**src/rtl/i2c_pkg.sv**
```systemverilog
// Shared definitions for the I2C address-detect slice: FSM encoding and bus widths.
package i2c_pkg;

  localparam int I2C_ADDR_WIDTH = 7;
  localparam int I2C_BYTE_WIDTH = 8;
  localparam int I2C_CNT_WIDTH  = 3;

  typedef enum logic [2:0] {
    IDLE     = 3'd0,
    ADDR     = 3'd1,
    ACK      = 3'd2,
    SELECTED = 3'd3,
    IGNORE   = 3'd4
  } i2c_state_e;

endpackage

```
**src/rtl/i2c_sync_ff.sv**
```systemverilog
// Multi-flop synchronizer for one asynchronous I2C pin; resets to 1 so the bus looks idle.
module i2c_sync_ff #(
  parameter int STAGES = 2
) (
  input  logic clk_i,
  input  logic rst_i,
  input  logic d_i,
  output logic q_o
);

  logic [STAGES-1:0] sync_d;
  logic [STAGES-1:0] sync_q;

  // Shift the raw pin level one stage deeper each cycle.
  always_comb begin
    sync_d = {sync_q[STAGES-2:0], d_i};
  end

  // Synchronizer chain register.
  always_ff @(posedge clk_i or posedge rst_i) begin
    if (rst_i) begin
      sync_q <= '1;
    end else begin
      sync_q <= sync_d;
    end
  end

  assign q_o = sync_q[STAGES-1];

endmodule

```
**src/rtl/i2c_addr_detect.sv**
```systemverilog
// I2C slave address detector: finds START/STOP, shifts in the address byte,
// ACKs a match and holds selected_o for the downstream data stage.
module i2c_addr_detect
  import i2c_pkg::*;
#(
  parameter int SYNC_STAGES = 2
) (
  input  logic                      clk_i,
  input  logic                      rst_i,
  input  logic                      scl_i,
  input  logic                      sda_i,
  input  logic [I2C_ADDR_WIDTH-1:0] slave_address_i,
  output logic                      sda_oe_o,
  output logic                      start_o,
  output logic                      stop_o,
  output logic                      addr_match_o,
  output logic                      rw_o,
  output logic                      selected_o
);

  logic scl_cur, sda_cur;
  logic scl_prev_q, sda_prev_q;
  logic start_det, stop_det, scl_rise, scl_fall;

  i2c_state_e                state_d, state_q;
  logic [I2C_CNT_WIDTH-1:0]  cnt_d, cnt_q;
  logic [I2C_BYTE_WIDTH-1:0] shift_d, shift_q;
  logic start_d, start_q, stop_d, stop_q, match_d, match_q;
  logic rw_d, rw_q, oe_d, oe_q, sel_d, sel_q;

  i2c_sync_ff #(.STAGES(SYNC_STAGES)) u_sync_scl (
    .clk_i(clk_i), .rst_i(rst_i), .d_i(scl_i), .q_o(scl_cur)
  );

  i2c_sync_ff #(.STAGES(SYNC_STAGES)) u_sync_sda (
    .clk_i(clk_i), .rst_i(rst_i), .d_i(sda_i), .q_o(sda_cur)
  );

  // An SDA edge coinciding with an SCL edge fails the scl_prev/scl_cur terms, so it is neither.
  assign start_det = scl_prev_q & scl_cur & sda_prev_q & ~sda_cur;
  assign stop_det  = scl_prev_q & scl_cur & ~sda_prev_q & sda_cur;
  assign scl_rise  = ~scl_prev_q & scl_cur;
  assign scl_fall  = scl_prev_q & ~scl_cur;

  // Next-state and registered-output computation.
  always_comb begin
    state_d = state_q;
    cnt_d   = cnt_q;
    shift_d = shift_q;
    start_d = 1'b0;
    stop_d  = 1'b0;
    match_d = 1'b0;
    rw_d    = rw_q;
    oe_d    = oe_q;
    sel_d   = sel_q;
    if (start_det) begin
      start_d = 1'b1;
      cnt_d   = '0;
      oe_d    = 1'b0;
      sel_d   = 1'b0;
      state_d = ADDR;
    end else if (stop_det) begin
      stop_d  = 1'b1;
      oe_d    = 1'b0;
      sel_d   = 1'b0;
      state_d = IDLE;
    end else begin
      case (state_q)
        ADDR: begin
          if (scl_rise) begin
            shift_d = {shift_q[I2C_BYTE_WIDTH-2:0], sda_cur};
            cnt_d   = cnt_q + 3'd1;
            if (cnt_q == 3'd7) begin
              // General call (7'h00) never matches, including an unconfigured address.
              if ((shift_d[I2C_BYTE_WIDTH-1:1] == slave_address_i) &&
                  (slave_address_i != 7'h00)) begin
                state_d = ACK;
                match_d = 1'b1;
                rw_d    = shift_d[0];
              end else begin
                state_d = IGNORE;
              end
            end else begin
              state_d = ADDR;
            end
          end else begin
            state_d = ADDR;
          end
        end
        ACK: begin
          // First fall starts driving the ACK, the fall after the 9th high releases it.
          if (scl_fall) begin
            if (!oe_q) begin
              oe_d = 1'b1;
            end else begin
              oe_d    = 1'b0;
              sel_d   = 1'b1;
              state_d = SELECTED;
            end
          end else begin
            oe_d = oe_q;
          end
        end
        IDLE, SELECTED, IGNORE: state_d = state_q;
        default:                state_d = IDLE;
      endcase
    end
  end

  // State, datapath and output registers.
  always_ff @(posedge clk_i or posedge rst_i) begin
    if (rst_i) begin
      scl_prev_q <= 1'b1;
      sda_prev_q <= 1'b1;
      state_q    <= IDLE;
      cnt_q      <= '0;
      shift_q    <= '0;
      start_q    <= 1'b0;
      stop_q     <= 1'b0;
      match_q    <= 1'b0;
      rw_q       <= 1'b0;
      oe_q       <= 1'b0;
      sel_q      <= 1'b0;
    end else begin
      scl_prev_q <= scl_cur;
      sda_prev_q <= sda_cur;
      state_q    <= state_d;
      cnt_q      <= cnt_d;
      shift_q    <= shift_d;
      start_q    <= start_d;
      stop_q     <= stop_d;
      match_q    <= match_d;
      rw_q       <= rw_d;
      oe_q       <= oe_d;
      sel_q      <= sel_d;
    end
  end

  assign sda_oe_o     = oe_q;
  assign start_o      = start_q;
  assign stop_o       = stop_q;
  assign addr_match_o = match_q;
  assign rw_o         = rw_q;
  assign selected_o   = sel_q;

endmodule

```
**config.mk**
```make
export PLATFORM = sky130hd
export DESIGN_NAME = i2c_addr_detect
export DESIGN_NICKNAME = d
export VERILOG_FILES = /design/src/rtl/i2c_pkg.sv /design/src/rtl/i2c_sync_ff.sv /design/src/rtl/i2c_addr_detect.sv
export SDC_FILE = /design/constraint.sdc
export NUM_CORES = 1
export LEC_CHECK = 0
export CAP_MARGIN = 25
export CORE_AREA = 2 2 56 47
export CTS_CLUSTER_SIZE = 25
export DETAILED_ROUTE_END_ITERATION = 10
export DIE_AREA = 0 0 58 49
export DONT_BUFFER_PORTS = 1
export GPL_TIMING_DRIVEN = 0
export SLEW_MARGIN = 20
export SYNTH_ARGS = -nofsm -noshare
export SYNTH_HDL_FRONTEND = slang
export SYNTH_SLANG_ARGS = --single-unit
```
**constraint.sdc**
```tcl
create_clock -name clk_i -period 1.8 [get_ports clk_i]
set_input_delay 0.36 -clock clk_i [delete_from_list [all_inputs] [get_ports clk_i]]
set_output_delay 0.36 -clock clk_i [all_outputs]
set_load 0.02 [all_outputs]
```
==> reports/metrics.yaml <==
overflow: 0
netlist.area_leader.share_pct: 43.8
syn_inst: 84
clk_latency_ps: 310
nets: 108
synth-edff-count: 0
num_rows: 16
power_frac_comb_pct: 10.8
max-slew-margin-rel_pct: 73.4
fin_hold_ws_ps: 365
ioPinCount: 17
switchingPower_w: 0.000275
instances_no_fill: 121
route.antenna.remaining_nets: 0
hold_class: "flop to flop"
tightest_slew_ps: 399
antenna_found_initial: 0
drc_errors: 0
cts_root_buf: "clkbuf_4"
vias_per_cell: 5.33
async_flop_share_pct: 100
outcome: "finished clean"
place.gp.congestion: 0.720
synth.area.mux_share_pct: 8.30
synth_top_family_by_area: "simple AND/OR/NAND/NOR gates"
critPathRequiredTime_ps: 2020
yosys.area_share.xor_xnor_pct: 6.46
synth-simple-area-share_pct: 17.1
worst_setup_path_start_kind: "flop"
cts_buffers: 3
yosys_warnings: 0
seqPwrFrac_pct: 65.1
min_period_ps: 1730
skew_ps: 0.540
grt_pass1_vias: 631
start_util_pct: 46.7
numPortBuffers: 0
cp.arrival_ps: 1940
cp_max_fo: 3
postSynthAreaPerCell_sq_um: 12.9
wl_per_cell_microns: 14.5
placed_cell_area_sq_um: 1120
synthAdderAreaFrac_pct: 2.31
drt-total-wl_microns: 1760
hold_viol: 0
cts_buffer_depth: 2
yosys_most_used_dff: "dfrtp_1"
power_density_nw_per_um2: 828
ys_seq_elements: 25
htree_num_levels: 1
path_class: "flop to flop"
netlist_area_sq_um: 1080
placed_cells: 111
grt_pass1_wl_microns: 2860
grt_use_total_pct: 13.2
synthTopCellsByArea: "dfrtp_1, dfstp_2, mux2_2"
drt-initial-drc-count: 16
grt_max_degree: 26
p_sw_share_pct: 26.6
core_area_sq_um: 2320
p_int_w: 0.000757
pwr-share-clk_pct: 24.1
ys_types: 30
n_antenna_cell: 0
leakage_nw: 0.582
via_count: 645
yosysSeqAreaShare_pct: 58.4
dieArea_sq_um: 2840
dr.pass1.iters: 4
synth_largest_area_cell: "dfrtp_1"
drive_above_1_share_pct: 33.0
synth_nets: 97
slew_violations: 0
drv_cap: 0
total_power_w: 0.00103
area_growth_pct: 14.9
clkTransAtPathRegs_ps: 130
die-height_microns: 49
ir_drop_mv: 0.676
die_w_microns: 58
cts_tree: "built"
fmax_mhz: 579
finalInstanceArea_sq_um: 1250
cp-end-kind: "flop"
cts_num_sinks: 25
final_util_pct: 53.7
synth-compound-area-share_pct: 5.31
hpwl_microns: 1220
period_share_pct: 96.0
finalSetupViolCount: 0
==> cells in the final DEF (no fill, tap or decap), types with 3 or more instances in the layout <==
cell type and instances:
xor2_1 7, mux2_2 7, o21ai_0 3, a21oi_1 4, nand2b_1 3, nand3_1 4, dfrtp_1 19, inv_1 5
clkbuf_4 3, dlygate4sd3_1 3, nor2_1 4, dfstp_2 6
==> layout make-up <==
type / instances / area (sq um)
buffer: 1 / 5.00
clock buffer: 3 / 22.5
clock inverter: 1 / 7.51
fill: 203 / 1080
inverter: 5 / 18.8
multi-input combinational: 53 / 465
sequential: 25 / 633
tap: 27 / 33.8
timing repair buffer: 6 / 60.1
==> final timing paths <==
path	startpoint	endpoint	slack, ps	depth (start not counted)
min reg2reg	u_sync_sda.sync_q[0]	u_sync_sda.sync_q[1]	370	0
max reg2reg	cnt_q[0]	rw_o	70	6
max in group asynchronous	rst_i	scl_prev_q	830	3
min	u_sync_sda.sync_q[0]	u_sync_sda.sync_q[1]	370	0
min in group asynchronous	rst_i	cnt_q[1]	450	2
max	cnt_q[0]	rw_o	70	6
==> timing repair <==
| item | CTS | global route |
|---|---|---|
| hold endpoints to repair | 0 | 11 |
| hold buffers | 0 | 3 |
| resized for setup | 0 | 6 |
| setup buffers | 0 | 2 |
| setup endpoints to repair | 0 | 1 |
==> critical path: stages, from the launching register on <==
cell	delay, ps
dfrtp_1	430
ha_4	160
ha_4	130
nand3b_4	90
nor4b_4	320
nand4_1	180
mux2_4	320
==> flip-flops by register name, summed over array words and instances, names as in the netlist <==
register	flops
sda_oe_o	1
cnt_q	3
sda_prev_q	1
u_sync_scl.sync_q	2
rw_o	1
shift_q	7
addr_match_o	1
u_sync_sda.sync_q	2
state_q	3
stop_o	1
start_o	1
selected_o	1
scl_prev_q	1
==> power by group through the flow <==
stage / clock network (W) / registers [W] / logic (W)
2_1_floorplan: 0 / 0.000664 / 0.0000843
3_3_place_gp: 0 / 0.000675 / 0.0000933
3_5_place_dp: 0 / 0.000676 / 0.0000993
4_1_cts: 0.000266 / 0.000666 / 0.000100
5_1_grt: 0.000286 / 0.000679 / 0.000132
6_report: 0.000249 / 0.000671 / 0.000111
==> layer usage <==
metal / track usage (%) / wire length (microns)
met1: 17.5 / 809
met2: 20.5 / 872
met3: 5.57 / 74
met4: 2.33 / 0
met5: 0 / 0
==> synth_stat cells (all sizes together), types with 3 or more instances <==
cell type  count
dfrtp         19
mux2           8
xor2           7
dfstp          6
inv            5
a21oi          4
nand3          4
nor2           4
nand2b         3
nor4b          3
o21ai          3
==> cell families (layout without fill, tap and decap cells) <==
| logic type | count (synthesis) | count (layout) |
|---|---|---|
| flip-flops | 25 | 25 |
| AND/OR/NAND/NOR | 25 | 25 |
| AO/OA/AOI/OAI | 10 | 10 |
| XOR/XNOR | 8 | 8 |
| multiplexers | 8 | 8 |
| buffers and inverters | 6 | 16 |
| adder cells (fa/ha/maj) | 2 | 2 |
==> stage by stage <==
step / TNS [ps] / setup WS, ps
global placement: 0 / 131
detailed placement: 0 / 107
global route: -21.8 / -21.8
finish: 0 / 72.4
floorplan: 0 / 248
CTS: 0 / 86.5
(Power assumes the default switching activity.)
